--- src/rtl/sync_counter_pkg.sv ---
// rtl/sync_counter_pkg.sv - shared constants and helpers for the counter family
package sync_counter_pkg;

  localparam int MODE_WRAP     = 0;
  localparam int MODE_SATURATE = 1;

  // Prescaler register width; a PRESCALE of 1 or 2 still needs one bit.
  function automatic int prescale_width(input int prescale);
    return (prescale <= 2) ? 1 : $clog2(prescale);
  endfunction

endpackage

--- src/rtl/enable_prescaler.sv ---
// rtl/enable_prescaler.sv - divides a count enable by PRESCALE enabled cycles
module enable_prescaler #(
  parameter int PRESCALE = 1
) (
  input  logic clk,
  input  logic rst,
  input  logic clr_i,
  input  logic en,
  output logic step
);
  import sync_counter_pkg::*;

  localparam int            PW   = prescale_width(PRESCALE);
  localparam logic [PW-1:0] LAST = PW'(PRESCALE - 1);

  logic [PW-1:0] ps_q, ps_d;

  assign step = en & (ps_q == LAST);

  always_comb begin
    ps_d = ps_q;
    if (clr_i) begin
      ps_d = '0;
    end else if (step) begin
      ps_d = '0;
    end else if (en) begin
      ps_d = ps_q + 1'b1;
    end
  end

  always_ff @(posedge clk) begin
    if (rst) begin
      ps_q <= '0;
    end else begin
      ps_q <= ps_d;
    end
  end

endmodule

--- src/rtl/sync_updown_counter_mod.sv ---
// rtl/sync_updown_counter_mod.sv - modulo-N up/down counter with load, prescaler and flags
module sync_updown_counter_mod #(
  parameter int WIDTH    = 4,
  parameter int MODULUS  = 16,
  parameter int SATURATE = 0,
  parameter int PRESCALE = 1
) (
  input  logic             clk,
  input  logic             rst,
  input  logic             en,
  input  logic             up,
  input  logic             clr,
  input  logic             load,
  input  logic [WIDTH-1:0] load_val,
  output logic [WIDTH-1:0] count,
  output logic             tc,
  output logic             carry,
  output logic             wrap,
  output logic             ovf,
  output logic             load_err
);
  import sync_counter_pkg::*;

  if (MODULUS < 2 || MODULUS > (1 << WIDTH)) begin : g_bad_modulus
    $error("sync_updown_counter_mod: MODULUS out of range for WIDTH");
  end
  if (PRESCALE < 1) begin : g_bad_prescale
    $error("sync_updown_counter_mod: PRESCALE must be at least 1");
  end
  if (SATURATE != MODE_WRAP && SATURATE != MODE_SATURATE) begin : g_bad_mode
    $error("sync_updown_counter_mod: SATURATE must be 0 or 1");
  end

  localparam logic [WIDTH-1:0] MAX_VAL = WIDTH'(MODULUS - 1);
  // One extra bit so MODULUS == 2**WIDTH is representable in the load check.
  localparam logic [WIDTH:0]   MOD_EXT = (WIDTH + 1)'(MODULUS);

  logic [WIDTH-1:0] count_q, count_d;
  logic             wrap_q, wrap_d;
  logic             ovf_q, ovf_d;
  logic             lerr_q, lerr_d;
  logic             step;

  enable_prescaler #(
    .PRESCALE(PRESCALE)
  ) u_prescaler (
    .clk  (clk),
    .rst  (rst),
    .clr_i(clr | load),
    .en   (en),
    .step (step)
  );

  assign tc    = up ? (count_q == MAX_VAL) : (count_q == '0);
  assign carry = step & tc;

  always_comb begin
    count_d = count_q;
    ovf_d   = ovf_q;
    wrap_d  = 1'b0;
    lerr_d  = 1'b0;
    if (clr) begin
      count_d = '0;
      ovf_d   = 1'b0;
    end else if (load) begin
      if ({1'b0, load_val} < MOD_EXT) begin
        count_d = load_val;
      end else begin
        count_d = '0;
        lerr_d  = 1'b1;
      end
    end else if (step) begin
      if (tc) begin
        ovf_d = 1'b1;
        if (SATURATE == MODE_WRAP) begin
          count_d = up ? '0 : MAX_VAL;
          wrap_d  = 1'b1;
        end
      end else begin
        count_d = up ? count_q + 1'b1 : count_q - 1'b1;
      end
    end
  end

  always_ff @(posedge clk) begin
    if (rst) begin
      count_q <= '0;
      wrap_q  <= 1'b0;
      ovf_q   <= 1'b0;
      lerr_q  <= 1'b0;
    end else begin
      count_q <= count_d;
      wrap_q  <= wrap_d;
      ovf_q   <= ovf_d;
      lerr_q  <= lerr_d;
    end
  end

  assign count    = count_q;
  assign wrap     = wrap_q;
  assign ovf      = ovf_q;
  assign load_err = lerr_q;

endmodule

--- config.mk ---
export PLATFORM = sky130hd
export DESIGN_NAME = sync_updown_counter_mod
export DESIGN_NICKNAME = d
export VERILOG_FILES = /design/src/rtl/sync_counter_pkg.sv /design/src/rtl/enable_prescaler.sv /design/src/rtl/sync_updown_counter_mod.sv
export SDC_FILE = /design/constraint.sdc
export NUM_CORES = 1
export LEC_CHECK = 0
export BUFFER_PORTS_ARGS = -buffer_cell sky130_fd_sc_hd__buf_2
export CORE_AREA = 5 5 42 44
export CTS_CLUSTER_SIZE = 16
export DETAILED_ROUTE_END_ITERATION = 6
export DIE_AREA = 0 0 47 49
export PLACE_DENSITY_LB_ADDON = 0.15
export SLEW_MARGIN = 20
export SYNTH_ARGS = -nofsm -noshare
export SYNTH_HDL_FRONTEND = slang
export SYNTH_SLANG_ARGS = --single-unit
--- constraint.sdc ---
create_clock -name clk -period 2 [get_ports clk]
set_input_delay 0.2 -clock clk [delete_from_list [all_inputs] [get_ports clk]]
set_output_delay 0.2 -clock clk [all_outputs]
set_load 0.01 [all_outputs]
==> results.cfg, run 1 <==
[global_route]
grt_max_degree = 11
grt_usage_pct = 9.82
grt_antenna_before_repair = 0
grt_pass1_vias = 384
grt_overflow = 0
grt_pass1_wl_mm = 1.59

[final_layout]
nNetsFinal = 85
n_fill_cell = 161
final_common_cell = buf_2
layout-drive-gt1-share_pct = 33.8
syn_to_final_growth_pct = 25.0
mostFrequentLayoutCells = 17 x buf_2, 7 x dfxtp_1, 5 x inv_1
diodes = 0
design_area_um2 = 582
seq_area_um2 = 140
multiInputGateArea_um2 = 292

[logic_synthesis]
syn_area_per_cell_um2 = 8.78
yosysUniqueCellTypes = 26
synth_cells = 53
synth_edf_count = 0
ys.flop_type = dfxtp_1
ys_async_sr_fraction_pct = 0
ys_seq_area_share_pct = 30.1
ys_ff_latch = 7
synth.net_count = 66
ys_warn_count = 0
netlist_area_um2 = 465

[floorplan]
die_area_mm2 = 0.00230
rows = 14
start_util_pct = 33.2
die_h_um = 49
coreArea_mm2 = 0.00140
ios = 19
die_w_um = 47

[timing]
max_freq_mhz = 629
slew_violations = 0
skew_ps = 2.23
fin_crit_sh_pct = 79.5
hold_viol = 0
rsz0062_at_grt = false
setup_viol = 0
post-route-min-period_ps = 1590
tns_ps = 0

[worst_setup_path]
rrSetupSlack_ps = 490
cpMaxStageDelayCell = dfxtp_1
crit_type = reg -> out
slowest_delay_ps = 500
cp_max_fo = 6
cp.required_ps = 1800
path_cells = and4_1 -> mux2i_1 -> nor2_1 -> buf_2
worst_setup_path_end_kind = output port
critPathLaunchType = flop
arrival_ps = 1390

[detailed_routing]
drc_errors = 0
dr.pass1.iters = 3
drt-initial-drc-count = 4
vias_per_cell = 4.68
wl_per_cell_um = 11.1
drt_wl_total_um = 968
ant_nets = 0
vias = 407

[hold_path]
hp-class = in -> reg

[power_and_ir_drop]
power_per_cell_area_mw_per_mm2 = 640
leakagePower_uw = 0.000282
peakVddDrop_mv = 0.284
p_total_uw = 372

[clock_network]
clock_sinks = 7
cts_tree = built
clk_latency_ps = 250
cts_made_buffers = 3
postCtsSetupRepairBufs = 0
cts_max_level = 1
clockRootBuffer = clkbuf_4
cts_buffer_depth = 2
cts-resized-gates = 0
cts_hold_buffers = 0
clkTransAtPathRegs_ps = 50

[place]
gp_routability_congestion = 0.685
io_buffers = 17
hpwl_um = 763
dpl-instance-area_um2 = 556

[job]
cap_violations = 0

[run_status]
status = completed
## flip-flops by register name, summed over array words and instances, names as in the netlist
| register | count |
|---|---|
| ovf | 1 |
| u_prescaler.ps_q | 1 |
| wrap | 1 |
| count | 4 |
## routing by layer
layer | part of all wire [%] | GRT usage [%] | vias up
met5 | 0 | 0 | -
met4 | 4.5 | 9.68 | 0
met3 | 6.5 | 2.21 | 5
met2 | 41 | 11.3 | 13
met1 | 48 | 13.7 | 176
li1 | - | - | 213
## final timing paths
check	from	to	cells past startpoint
max	count[0]	carry	4
min reg2reg	ovf	ovf	2
min	en	u_prescaler.ps_q	2
max reg2reg	count[0]	count[2]	4
## critical path: cells and delay by family, from the launching register on
family	cells	cell delay (ps)
buf+inv	1	130
simple gates	2	390
flops	1	500
mux	1	120
## synthesized netlist by cell type, types with 4 or more instances
cell type | count | area [µm²]
dfxtp_1 | 7 | 140
inv_1 | 5 | 18.8
nand2_1 | 4 | 15.0
nor2_1 | 4 | 15.0
nor2b_1 | 4 | 25.0
## kinds of logic (layout without fill, tap and decap cells)
| family | after synthesis | in the layout | share of synthesized area [%] |
|---|---|---|---|
| fa+ha+maj | 3 | 3 | 9.68 |
| compound gates | 8 | 8 | 12.9 |
| other cells | 1 | 1 | 0.806 |
| simple gates | 20 | 20 | 27.4 |
| mux | 2 | 2 | 4.30 |
| buf+inv | 8 | 26 | 7.26 |
| flops | 7 | 7 | 30.1 |
| xor+xnor | 4 | 4 | 7.53 |
## final cells by class
class                   count  share of cell area [%]
inverters                   5                    3.23
flip-flops and latches      7                    24.1
multi-input cells          38                    50.1
clock buffers               4                    4.52
well taps                  16                    3.44
repair buffers             17                    14.6
## through the flow
step / hold WS, ps / setup slack, ps / utilization [%] / cells
2_1_floorplan: 277 / 564 / - / 53
3_3_place_gp: 396 / 446 / 39.6 / 83
3_5_place_dp: 400 / 434 / 39.6 / 83
4_1_cts: 122 / 389 / 41.5 / 87
5_1_grt: 143 / 319 / 41.5 / 87
6_report: 131 / 410 / 41.5 / 87
## where the power goes
group	total [µW]	internal, µW	switching, µW	leakage (µW)
combinational	83.0	40.8	42.2	0.000210
sequential	157	146	11.5	0.0000572
clock	132	76.3	55.4	0.0000150
No activity file was read; power rests on OpenSTA's default activity.
==> inputs of run 2 (changes only) <==
Settings changed: ABC_AREA set to 1.
Clock period 2 ns to 1.4 ns, I/O delays scaled along.
==> run 2 against run 1 <==
Via count up 34%; critical endpoint unchanged; sequential power is 37% higher; largest cell class unchanged; die area did not move; utilization up 12 points; sequential share of layout area shrank 4.0 points.
==> results.cfg, run 2 <==
[clock_network]
clockRootBuffer = clkbuf_4
cts_made_buffers = 3
clk_latency_ps = 250
cts_tree = built
clock_sinks = 7
cts_buffer_depth = 2
cts_max_level = 1
clkTransAtPathRegs_ps = 50

[global_route]
met1_usage_pct = 15.9
grt_antenna_before_repair = 0
grt_max_degree = 8
grt_usage_pct = 11.7
grt_pass1_wl_mm = 2.01
top_usage_layer = met2
grt_use_met3_pct = 2.21
grt_overflow = 0
use_met2_pct = 17.2
grt_pass1_vias = 481

[worst_setup_path]
critPathTopFamily = flip-flops
rr_endpoint = count[2]
rrSetupSlack_ps = 90
path_buf_inv = 3
critPathLaunchType = flop
slowest_delay_ps = 370
crit_type = reg -> out
rr_worst_depth = 5
arrival_ps = 1220
cp_max_fo = 4
path_cells = buf_4 -> nand2_2 -> nor2_2 -> nand2_2 -> nand2_4 -> nand2_4 -> inv_2 -> buf_6
reg2reg_from = count[0]
worst_setup_path_end_kind = output port
cp.required_ps = 1260
cpMaxStageDelayCell = dfxtp_4

[detailed_routing]
vias_per_cell = 4.54
drc_errors = 0
drt-initial-drc-count = 21
ant_nets = 0
drt_wl_total_mm = 1.23
dr.pass1.iters = 4
wl_per_cell_um = 10.2
vias = 545

[timing]
setup_viol = 0
hold_viol = 0
slew_violations = 0
fin_crit_sh_pct = 97.3
post-route-min-period_ps = 1360
holdWs_ps = 155
tns_ps = 0
max_freq_mhz = 734
worst_slack_ps = 37.8
skew_ps = 2.62

[hold_path]
hp-class = in -> reg
hold_depth = 4
min_from = en
hold_end = u_prescaler.ps_q

[logic_synthesis]
synthAdderAreaFrac_pct = 8.76
netlist_area_um2 = 514
ys_warn_count = 0
synth.area.top_cells = dfxtp_1 27%, nand2_1 12%, nor2_1 6.6%, inv_1 5.1%, ha_1 4.9%
synthXorXnorAreaFrac_pct = 1.70
syn_area_per_cell_um2 = 6.95
netlist.area_leader.share_pct = 27.3
ys_async_sr_fraction_pct = 0
synth_top_area_cell = dfxtp_1
yosys.area_share.simple_pct = 38.4
ys.flop_type = dfxtp_1
synth_top_family_by_area = simple AND/OR/NAND/NOR gates
synthMuxAreaShare_pct = 0
yosysUniqueCellTypes = 24
ys_ff_latch = 7
synth.net_count = 87
synth_most_common_cell = nand2_1
synth_edf_count = 0
synth_cells = 74
synthTopCellsByCount = 16 x nand2_1, 9 x nor2_1, 7 x dfxtp_1, 7 x inv_1
ys_seq_area_share_pct = 27.3
synth_compound_area_share_pct = 14.4

[place]
hpwl_um = 934
gp_routability_congestion = 0.884
dp_cells = 109
io_buffers = 17
place_ws_ps = 120

[final_layout]
diodes = 0
final_cells = 120
largest_reg_flops = 4
layout-drive-gt1-share_pct = 49.0
nNetsFinal = 118
syn_to_final_growth_pct = 45.5
post-route-util_pct = 53.4
mostFrequentLayoutCells = 16 x nand2_1, 16 x buf_2, 9 x buf_4

[job]
cap_violations = 0

[floorplan]
coreArea_mm2 = 0.00140
ios = 19
rows = 14
die_w_um = 47
die_h_um = 49
die_area_mm2 = 0.00230
start_util_pct = 36.7

[power_and_ir_drop]
power_per_cell_area_mw_per_mm2 = 768
leakagePower_uw = 0.000395
peakVddDrop_mv = 0.556

[run_status]
status = completed
run 2: cell count changes after synthesis, moves of 3 or more:
cell     previous run  this run
nand2_1             4        16
nor2_1              4         9
nor2b_1             4         0
o21ai_0             0         4
a21oi_1             1         4
nand2_2             0         3
nor2_2              0         3
run 2: cells by family (layout without fill, tap and decap cells):
kind of cell | count (synthesis) | in the layout
AND/OR/NAND/NOR | 39 | 39
AO/OA/AOI/OAI | 12 | 12
buffers and inverters | 11 | 41
flip-flops | 7 | 7
adder cells (fa/ha/maj) | 3 | 3
other | 1 | 1
XOR/XNOR | 1 | 1
run 2: through the flow:
step | power [µW] | area [µm²]
2_1_floorplan | 316 | 514
3_3_place_gp | 364 | 634
3_5_place_dp | 363 | 634
4_1_cts | 559 | 691
5_1_grt | 618 | 748
6_report | 575 | 748
run 2: cell type report:
class,count,area (µm²)
sequential,7,150
timing repair buffer,27,170
tap,16,20.0
inverter,10,37.5
clock buffer,4,26.3
fill,149,653
multi-input combinational,56,344
run 2: worst max-delay path by stage:
stage | startpoint | end | slack (ps) | depth (start not counted)
after global placement | count[2] | count[3] | 130 | 6
after floorplan | count[2] | count[3] | 140 | 6
after detailed placement | count[2] | count[3] | 120 | 6
final | count[1] | carry | 40 | 8
after global routing | count[1] | carry | -10 | 8
after CTS | count[3] | carry | 2 | 7
run 2: where the power goes:
group	internal, µW	leakage (µW)	switching (µW)	total (µW)
sequential	207	0.0000592	8.96	215
combinational	80.4	0.000320	91.0	171
clock	109	0.0000150	78.8	188
run 2: what timing repair did:
| action | in CTS | in global routing |
|---|---|---|
| hold buffers | 0 | 0 |
| pin swaps | 3 | 2 |
| buffers inserted | 3 | 4 |
| resized for setup | 4 | 8 |
| endpoints found under the setup margin | 2 | 1 |
run 2: worst min-delay path, stage by stage:
cell and delay (ps):
buf_2 70, inv_1 60, nand2_1 60, nor2_1 40
run 2: routing by layer:
metal | vias up | wire, µm
met1 | 234 | 518
li1 | 291 | -
met4 | 0 | 21
met3 | 4 | 73
met2 | 16 | 612
met5 | - | 0
